[src/rtl/i2s_tx.sv]
// I2S master transmitter: 64-BCLK stereo frames, 32-bit MSB-first slots, one-bit data delay.
// Both serial clocks derive from ACLK; a one-entry holding buffer decouples the PCM handshake.
module i2s_tx #(
    parameter int BCLK_DIV = 8,
    parameter int DATA_W   = 24
) (
    input  logic              ACLK,
    input  logic              ARST,
    input  logic              ENABLE,
    input  logic [DATA_W-1:0] DIN_L,
    input  logic [DATA_W-1:0] DIN_R,
    input  logic              DIN_VALID,
    output logic              DIN_READY,
    output logic              BCLK,
    output logic              LRCLK,
    output logic              DOUT,
    output logic              UNDERRUN
);

    localparam int DCNT_W = (BCLK_DIV > 2) ? $clog2(BCLK_DIV) : 1;
    localparam logic [DCNT_W-1:0] DCNT_MAX  = DCNT_W'(BCLK_DIV - 1);
    localparam logic [DCNT_W-1:0] DCNT_HALF = DCNT_W'(BCLK_DIV / 2);

    typedef enum logic [1:0] {
        IDLE,
        RUN,
        DRAIN
    } state_e;

    state_e              state_q, state_d;
    logic [DCNT_W-1:0]   dcnt_q, dcnt_d;
    logic [5:0]          bcnt_q, bcnt_d;
    logic [63:0]         shift_q, shift_d;
    logic                lrclk_q, lrclk_d;
    logic                bclk_q, bclk_d;
    logic                underrun_q, underrun_d;
    logic                ready_q, ready_d;
    logic                bufFull_q, bufFull_d;
    logic [DATA_W-1:0]   bufL_q, bufL_d;
    logic [DATA_W-1:0]   bufR_q, bufR_d;

    logic                fallEvt;
    logic                frameWrap;
    logic                stopNow;
    logic                doLoad;
    logic                handshake;
    logic [31:0]         slotL;
    logic [31:0]         slotR;

    // Samples sit at the top of each slot with the unused LSBs zero.
    assign slotL = 32'(bufL_q) << (32 - DATA_W);
    assign slotR = 32'(bufR_q) << (32 - DATA_W);

    assign handshake = DIN_VALID && ready_q;
    assign fallEvt   = (state_q != IDLE) && (dcnt_q == DCNT_MAX);
    assign frameWrap = fallEvt && (bcnt_q == 6'd63);
    assign stopNow   = frameWrap && (state_q == DRAIN) && !ENABLE;
    assign doLoad    = frameWrap && !stopNow;

    always_comb begin
        state_d    = state_q;
        dcnt_d     = dcnt_q;
        bcnt_d     = bcnt_q;
        shift_d    = shift_q;
        lrclk_d    = lrclk_q;
        underrun_d = 1'b0;
        bufFull_d  = bufFull_q;
        bufL_d     = bufL_q;
        bufR_d     = bufR_q;

        case (state_q)
            IDLE: begin
                dcnt_d = '0;
                if (ENABLE) begin
                    state_d = RUN;
                    bcnt_d  = 6'd63;
                end
            end
            RUN: begin
                if (!ENABLE) begin
                    state_d = DRAIN;
                end
            end
            DRAIN: begin
                if (ENABLE) begin
                    state_d = RUN;
                end else if (stopNow) begin
                    state_d = IDLE;
                end
            end
            default: state_d = IDLE;
        endcase

        if (state_q != IDLE) begin
            dcnt_d = fallEvt ? '0 : dcnt_q + DCNT_W'(1);
        end

        // Everything visible on the serial side moves only with a BCLK falling edge.
        if (fallEvt) begin
            bcnt_d  = bcnt_q + 6'd1;
            lrclk_d = (bcnt_d >= 6'd31) && (bcnt_d <= 6'd62);
            shift_d = {shift_q[62:0], 1'b0};
            if (doLoad) begin
                shift_d    = bufFull_q ? {slotL, slotR} : 64'd0;
                underrun_d = !bufFull_q;
                bufFull_d  = 1'b0;
            end
            if (stopNow) begin
                shift_d = 64'd0;
            end
        end

        if (handshake) begin
            bufFull_d = 1'b1;
            bufL_d    = DIN_L;
            bufR_d    = DIN_R;
        end
    end

    assign bclk_d  = (dcnt_d >= DCNT_HALF);
    assign ready_d = !bufFull_d;

    always_ff @(posedge ACLK or posedge ARST) begin
        if (ARST) begin
            state_q    <= IDLE;
            dcnt_q     <= '0;
            bcnt_q     <= '0;
            shift_q    <= '0;
            lrclk_q    <= 1'b0;
            bclk_q     <= 1'b0;
            underrun_q <= 1'b0;
            ready_q    <= 1'b0;
            bufFull_q  <= 1'b0;
            bufL_q     <= '0;
            bufR_q     <= '0;
        end else begin
            state_q    <= state_d;
            dcnt_q     <= dcnt_d;
            bcnt_q     <= bcnt_d;
            shift_q    <= shift_d;
            lrclk_q    <= lrclk_d;
            bclk_q     <= bclk_d;
            underrun_q <= underrun_d;
            ready_q    <= ready_d;
            bufFull_q  <= bufFull_d;
            bufL_q     <= bufL_d;
            bufR_q     <= bufR_d;
        end
    end

    assign BCLK      = bclk_q;
    assign LRCLK     = lrclk_q;
    assign DOUT      = shift_q[63];
    assign UNDERRUN  = underrun_q;
    assign DIN_READY = ready_q;

endmodule
[config.mk]
export PLATFORM = sky130hd
export DESIGN_NAME = i2s_tx
export DESIGN_NICKNAME = d
export VERILOG_FILES = /design/src/rtl/i2s_tx.sv
export SDC_FILE = /design/constraint.sdc
export NUM_CORES = 1
export LEC_CHECK = 0
export CELL_PAD_IN_SITES_DETAIL_PLACEMENT = 0
export CELL_PAD_IN_SITES_GLOBAL_PLACEMENT = 2
export CORE_MARGIN = 3
export CORE_UTILIZATION = 40
export CTS_BUF_LIST = sky130_fd_sc_hd__clkbuf_8
export CTS_CLUSTER_DIAMETER = 30
export DETAILED_ROUTE_END_ITERATION = 6
export GPL_TIMING_DRIVEN = 0
export HOLD_SLACK_MARGIN = 0.06
export PLACE_DENSITY = 0.86
export SYNTH_ARGS = -nofsm -noshare
export SYNTH_HDL_FRONTEND = slang
export SYNTH_SLANG_ARGS = --single-unit
[constraint.sdc]
create_clock -name ACLK -period 9.9 [get_ports ACLK]
set_input_delay 2.475 -clock ACLK [delete_from_list [all_inputs] [get_ports ACLK]]
set_output_delay 2.475 -clock ACLK [all_outputs]
set_load 0.05 [all_outputs]
==> results.cfg, run 1 <==
[run_status]
status = finished clean

[synthesis]
synth_top_family_by_area = compound AO/OA/AOI/OAI gates
ys_types = 32
yosys_warnings = 0
ys_seq_area_share_pct = 57.5
synthAdderAreaFrac_pct = 1.21
synth-compound-area-share_pct = 14.5
syn-num-nets = 540
syn-cell-area_sq_mm = 0.00518
ys_seq_elements = 119
synth_cells = 483
synth-xor-area-share_pct = 0.677
synth-simple-area-share_pct = 12.2
synth.mux.area_fraction_pct = 10.4
avgSynthCellArea_sq_um = 10.7

[setup_path]
regToRegSetupSlack_ps = 7760
worst-path-stages = 1
crit_path_max_incr_delay_ps = 810
crit_family = buffers and inverters
r2r_end = shift_q[20]
critical_path_buf_inv_count = 1
cp.required_ps = 7430
setup.worst_path.end = DOUT
startpoint_type = register
crit_path_end_kind = output port
critPathLaunch = shift_q[63]
rr_worst_depth = 7
arrival_ps = 1610
worstSetupPathType = reg2out
cp_cell_sequence = clkdlybuf4s50_1
cp_max_fo = 2
cp_slowest_cell = clkdlybuf4s50_1
rr_startpoint = dcnt_q[0]

[placement]
dp_slack_ps = 5420
portBuffers = 56
dpl-instance-area_sq_mm = 0.00598
place_congestion = 0.797
hpwl_um = 7420

[clock_tree]
clock_latency_ps = 440
cts_buffer_depth = 2
cts_setup_buffers = 0
clkTransAtPathRegs_ps = 60
root_buffer = clkbuf_8
cts.repair.resized = 0
postCtsHoldBufs = 0
cts.sinks = 119
cts_tree = built
cts_max_level = 4
cts_buffers = 17

[routing]
drc = 0
wl_per_cell_um = 14.8
viasPerCell = 5.07
routed_wl_um = 10900
dr.first_iter.drc_count = 198
postRouteAntennaNets = 0
drt_first_pass_iters = 5
via_count = 3738

[die]
die_area_sq_mm = 0.0143
core-area_sq_mm = 0.0123
io_pins = 57
die_y_um = 120
start_util_pct = 42.0
dieWidth_um = 120
num_rows = 40

[global_routing]
met3_usage_pct = 4.19
grt_pass1_vias = 3511
overflow = 0
grtUsageMet1_pct = 22.1
grt_most_used_layer = met2
grt_max_degree = 93
grt_usage_pct = 15.8
antenna_found_initial = 0
grt_use_met2_pct = 23.3
grt_pass1_wl_um = 17900

[sta]
worst_pin_slew_ps = 672
timing.final.crit_share_pct = 41.3
rsz0062_at_grt = false
fin_crit_ps = 4090
setup_ws_ps = 5810
relSlewSlack_pct = 55.2
finalHoldViolCount = 0
clock_skew_ps = 9.18
tns_ps = 0
finalSetupViolCount = 0
fmax_mhz = 245
slew_viol_final = 0

[power]
ir_drop_mv = 0.137
powerDensity_mw_per_mm2 = 287
p_leak_nw = 2.90

[finish]
drive_gt1_share_pct = 17.0
stdcell_area_sq_mm = 0.00631
layout_commonest_cell = dfrtp_1
area_delta_synth_final_pct = 21.9
mostFrequentLayoutCells = 119 x dfrtp_1, 74 x nand2_1, 58 x nor2_1
n_antenna_cell = 0
num-nets-final = 616

[worst_hold_path]
worst_hold_path_type = reg2reg

[flow_run]
maxCapViolCount = 0
[logic make-up after synthesis]
logic type               Yosys count
adder cells (fa/ha/maj)            5
AND/OR/NAND/NOR                  155
flip-flops                       119
AO/OA/AOI/OAI                    112
buffers and inverters             40
XOR/XNOR                           4
multiplexers                      48
[per-stage QoR]
stage | power (mW) | instances | util, % | hold slack [ps]
CTS | 1.84 | 737 | 51.2 | 456
finish | 1.81 | 737 | 51.2 | 446
floorplan | 1.28 | 483 | - | 415
global route | 1.95 | 737 | 51.2 | 477
detailed placement | 1.45 | 708 | 48.6 | 447
global placement | 1.43 | 707 | 48.3 | 430
[where the power goes]
part / switching (mW) / internal [mW]
logic: 0.333 / 0.283
clock network: 0.181 / 0.200
registers: 0.117 / 0.698
[worst min path at each step]
stage	to	depth (start not counted)	start
2_1_floorplan	dcnt_q[0]	1	dcnt_q[0]
3_3_place_gp	dcnt_q[0]	1	dcnt_q[0]
3_5_place_dp	dcnt_q[0]	1	dcnt_q[0]
4_1_cts	dcnt_q[0]	1	dcnt_q[0]
5_1_grt	dcnt_q[0]	1	dcnt_q[0]
6_report	dcnt_q[0]	1	dcnt_q[0]
[cells in the mapped netlist (all sizes together)]
master | count | share of area, %
nand2 | 74 | 5.4
nor2b | 1 | 0.12
a21o | 1 | 0.15
a221o | 1 | 0.19
clkbuf | 19 | 1.4
nor2 | 59 | 4.4
mux2 | 48 | 10
nand4 | 1 | 0.12
ha | 5 | 1.2
o31ai | 47 | 7.8
o21ai | 4 | 0.39
a311oi | 1 | 0.17
a32o | 1 | 0.19
dfrtp | 119 | 58
o22ai | 1 | 0.12
xor2 | 3 | 0.51
nor3b | 2 | 0.29
nand3 | 12 | 1.3
nand2b | 2 | 0.24
a21boi | 1 | 0.15
o21a | 1 | 0.15
buf | 15 | 1.6
inv | 6 | 0.44
nor3 | 3 | 0.29
a21oi | 54 | 5.2
xnor2 | 1 | 0.17
and3 | 1 | 0.12
[layer usage]
| layer | vias to the layer above | share of wire [%] |
|---|---|---|
| li1 | 1832 | - |
| met1 | 1823 | 49 |
| met2 | 70 | 45 |
| met3 | 13 | 3.7 |
| met4 | 0 | 1.5 |
| met5 | - | 0 |
[sequential cells by signal, summed over array words and instances (netlist names)]
| register | cells |
|---|---|
| state_q | 2 |
| DIN_READY | 1 |
| dcnt_q | 2 |
| bufR_q | 24 |
| BCLK | 1 |
| LRCLK | 1 |
| bufL_q | 24 |
| bufFull_q | 1 |
| shift_q | 56 |
| bcnt_q | 6 |
| UNDERRUN | 1 |
[final cells by class]
type                       instances  area [sq um]
buffer                            34           154
inverter                           6          27.5
fill                            1180          6000
clock buffer                      19           262
multi-input combinational        324          2020
clock inverter                    10          68.8
timing repair buffer              57           588
sequential                       119          2980
tap                              168           210
No activity file was read; power rests on OpenSTA's default activity.
==> inputs of run 2 (changes only) <==
- CORE_UTILIZATION: 40 -> 34
- PLACE_DENSITY: 0.86 -> 0.78
- clock period: 9.9 -> 3.75 ns (I/O delays scaled with it)
==> results.cfg, run 2 (synthesized netlist as in run 1, its figures left out) <==
[run_status]
status = finished clean

[finish]
mostFrequentLayoutCells = 119 x dfrtp_1, 74 x nand2_1, 58 x nor2_1
num-nets-final = 618
largest_reg_flops = 56
fillers = 1421
area_delta_synth_final_pct = 22.6
layout_commonest_cell = dfrtp_1
regMostFlops = shift_q
fin_cells = 755
drive_gt1_share_pct = 17.5
reg_top3 = shift_q: 56 flops, bufL_q: 24 flops, bufR_q: 24 flops
fin_util_pct = 43.2
n_antenna_cell = 0

[routing]
dr.first_iter.drc_count = 165
postRouteAntennaNets = 0
viasPerCell = 4.91
drc = 0
via_count = 3705
drt_first_pass_iters = 4
wl_per_cell_um = 15.0
routed_wl_um = 11300

[die]
num_rows = 44
io_pins = 57
die_y_um = 129
dieWidth_um = 129
die_area_sq_mm = 0.0167
start_util_pct = 35.2
core-area_sq_mm = 0.0147

[setup_path]
arrival_ps = 1600
rr_startpoint = dcnt_q[0]
cp_slowest_cell = clkdlybuf4s50_1
crit_family = buffers and inverters
worstSetupPathType = reg2out
startpoint_type = register
cp_cell_sequence = clkdlybuf4s50_1
crit_path_max_incr_delay_ps = 810
rr_worst_depth = 7
cp_max_fo = 2
critical_path_buf_inv_count = 1
crit_path_end_kind = output port
cp.required_ps = 2810
regToRegSetupSlack_ps = 1560
r2r_end = shift_q[18]

[clock_tree]
cts_buffers = 17
cts.repair.resized = 0
cts.sinks = 119
cts_buffer_depth = 2
cts_max_level = 4
clkTransAtPathRegs_ps = 60
cts_tree = built
cts_setup_buffers = 0
postCtsHoldBufs = 0
root_buffer = clkbuf_8
clock_latency_ps = 430

[placement]
portBuffers = 56
place_congestion = 0.790
placed_cells = 726
hpwl_um = 8000

[global_routing]
grt_pass1_wl_um = 19100
antenna_found_initial = 0
grt_max_degree = 41
grt_pass1_vias = 3843
overflow = 0
grt_usage_pct = 14.7

[sta]
worst_pin_slew_ps = 675
finalHoldViolCount = 0
clock_skew_ps = 9.60
timing.final.crit_share_pct = 67.8
fmax_mhz = 393
fin_crit_ps = 2540
tns_ps = 0
rsz0062_at_grt = false
relSlewSlack_pct = 55.0
slew_viol_final = 0
finalSetupViolCount = 0

[power]
p_leak_nw = 2.90
powerDensity_mw_per_mm2 = 749
ir_drop_mv = 0.342

[worst_hold_path]
hold_start = dcnt_q[0]
worstHoldEndpoint = dcnt_q[0]
worst_hold_path_type = reg2reg
holdPathStages = 1

[flow_run]
maxCapViolCount = 0
run 2: cell types whose count changed in the layout (fill, tap and decap cells not counted):
cell	change
clkinv_2	+1
bufinv_16	-1
inv_1	-1
buf_16	-1
clkbuf_8	+1
clkinvlp_4	+1
inv_6	-1
buf_12	+3
run 2: power breakdown:
group / internal [mW] / switching (mW) / total [mW]
clock network: 0.482 / 0.476 / 0.957
registers: 1.84 / 0.315 / 2.16
logic: 0.750 / 0.884 / 1.63
total: 3.08 / 1.67 / 4.75
run 2: stage by stage:
stage / hold WS [ps] / setup slack, ps / instance area, sq um / power, mW
6_report: 433 / 1210 / 6350 / 4.75
5_1_grt: 452 / 1130 / 6350 / 5.16
3_3_place_gp: 428 / 192 / 5970 / 3.78
2_1_floorplan: 415 / 1360 / 5180 / 3.37
4_1_cts: 441 / 1160 / 6350 / 4.82
3_5_place_dp: 433 / 778 / 6030 / 3.84
run 2: worst max-delay path by stage:
stage	start	endpoint	slack [ps]	cells after the start
floorplan	ARST	BCLK	1360	1
global placement	ARST	bufL_q[11]	190	2
detailed placement	DIN_VALID	bufR_q[16]	780	5
CTS	shift_q[63]	DOUT	1160	1
global route	DIN_VALID	bufR_q[18]	1130	5
finish	shift_q[63]	DOUT	1210	1
run 2: layer usage:
layer | global-route usage, % | up-vias | share of wire, %
met1 | 20.4 | 1827 | 49
met3 | 4.58 | 9 | 3.9
met2 | 21.8 | 53 | 46
met4 | 5.06 | 0 | 1.1
li1 | - | 1816 | -
met5 | 0 | - | 0
run 2: layout make-up:
class / instances / area, sq um / share of cell area (%)
Buffer: 34 / 154 / 2.43
Inverter: 6 / 26.3 / 0.414
Tap cell: 184 / 230 / 3.63
Clock buffer: 20 / 275 / 4.34
Clock inverter: 9 / 40.0 / 0.631
Sequential cell: 119 / 2980 / 46.9
Timing Repair Buffer: 59 / 621 / 9.78
Multi-Input combinational cell: 324 / 2020 / 31.9
==> inputs of run 3 (changes only) <==
- CORE_UTILIZATION: 34 -> 38
- PLACE_DENSITY: 0.78 -> 0.83
- clock period: 3.75 -> 2.6 ns (I/O delays scaled with it)
==> results.cfg, run 3 (synthesized netlist as in run 1, its figures left out) <==
[clock_tree]
cts_tree = built
clock_latency_ps = 440
cts.sinks = 119
clkTransAtPathRegs_ps = 70
cts_max_level = 4
cts.repair.resized = 0
cts_buffer_depth = 2
cts_buffers = 17
cts_setup_buffers = 0
root_buffer = clkbuf_8
postCtsHoldBufs = 0

[sta]
setup_ws_ps = 338
worst_pin_slew_ps = 708
finalSetupViolCount = 0
rsz0062_at_grt = false
clock_skew_ps = 10.4
relSlewSlack_pct = 52.7
fmax_mhz = 442
fin_hold_ws_ps = 443
tns_ps = 0
slew_viol_final = 0
timing.final.crit_share_pct = 87.0
finalHoldViolCount = 0
fin_crit_ps = 2260

[setup_path]
cp_max_fo = 2
arrival_ps = 1610
cp_slowest_cell = clkdlybuf4s50_1
worstSetupPathType = reg2out
crit_path_max_incr_delay_ps = 810
cp_cell_sequence = clkdlybuf4s50_1
critical_path_buf_inv_count = 1
cp.required_ps = 1950
startpoint_type = register
regToRegSetupSlack_ps = 520
crit_family = buffers and inverters
crit_path_end_kind = output port

[global_routing]
antenna_found_initial = 0
grt_pass1_wl_um = 19000
grt_pass1_vias = 3818
overflow = 0
grt_max_degree = 34
grt_usage_pct = 16.2

[die]
core-area_sq_mm = 0.0133
io_pins = 57
num_rows = 42
dieWidth_um = 123
start_util_pct = 38.9
die_area_sq_mm = 0.0151
die_y_um = 123

[finish]
mostFrequentLayoutCells = 119 x dfrtp_1, 74 x nand2_1, 58 x nor2_1
n_antenna_cell = 0
multiInputGateArea_sq_mm = 0.00202
reg_top3 = shift_q: 56 flops, bufL_q: 24 flops, bufR_q: 24 flops
layout_commonest_cell = dfrtp_1
largest_reg_flops = 56
fillers = 1225
drive_gt1_share_pct = 18.5
area_delta_synth_final_pct = 24.1
num-nets-final = 618
regMostFlops = shift_q
fin_cells = 750
final-seq-area_sq_mm = 0.00298

[power]
powerDensity_mw_per_mm2 = 1120
p_leak_nw = 2.92
ir_drop_mv = 0.479

[routing]
postRouteAntennaNets = 0
drt_first_pass_iters = 4
drc = 0
highest_layer = met4
via_count = 3765
dr.first_iter.drc_count = 196
wl_met1_um = 5480
routed_wl_um = 11200
wl_met3_um = 502
wl_met2_um = 5080
wl_per_cell_um = 14.9
viasPerCell = 5.02

[placement]
placed_cells = 718
dp_slack_ps = -75.8
hpwl_um = 7800
place_congestion = 0.802
portBuffers = 56

[run_status]
status = finished clean

[worst_hold_path]
worst_hold_path_type = reg2reg

[flow_run]
maxCapViolCount = 0
run 3: changes by cell type in the layout (fill, tap and decap cells not counted):
cell / before / now
inv_1: 9 / 6
clkinvlp_4: 1 / 5
bufinv_16: 0 / 3
inv_6: 0 / 1
clkbuf_8: 20 / 18
run 3: layer usage:
metal	vias up	global-route usage [%]
met2	75	24.2
met4	0	5.95
met3	11	4.29
met1	1852	22.7
met5	-	0
li1	1827	-
run 3: final timing paths:
kind	start	endpoint	cells past startpoint
worst max-delay path	shift_q[63]	DOUT	1
worst max register to register	dcnt_q[0]	shift_q[25]	7
worst min-delay path	dcnt_q[0]	dcnt_q[0]	1
min in group asynchronous	ARST	bufR_q[2]	2
max in group asynchronous	ARST	bufR_q[20]	4
worst min register to register	dcnt_q[0]	dcnt_q[0]	1
run 3: layout make-up:
cell class | instances | share of cell area [%]
Sequential cell | 119 | 46.3
Multi-Input combinational cell | 324 | 31.5
Timing Repair Buffer | 59 | 9.66
Clock buffer | 18 | 3.86
Tap cell | 176 | 3.43
Clock inverter | 14 | 2.45
Buffer | 34 | 2.39
Inverter | 6 | 0.409
run 3: stage by stage:
stage	utilization [%]	power, mW	instance area [sq um]
2_1_floorplan	-	4.87	5180
3_3_place_gp	44.8	5.43	5960
3_5_place_dp	45.3	5.53	6020
4_1_cts	48.3	7.28	6430
5_1_grt	48.3	7.74	6430
6_report	48.3	7.19	6430
run 3: where the power goes:
part           leakage [nW]  switching (mW)  total (mW)  internal [mW]
logic                  1.36            1.27        2.35           1.08
registers              1.36           0.461        3.12           2.66
clock network         0.202           0.760        1.72          0.961
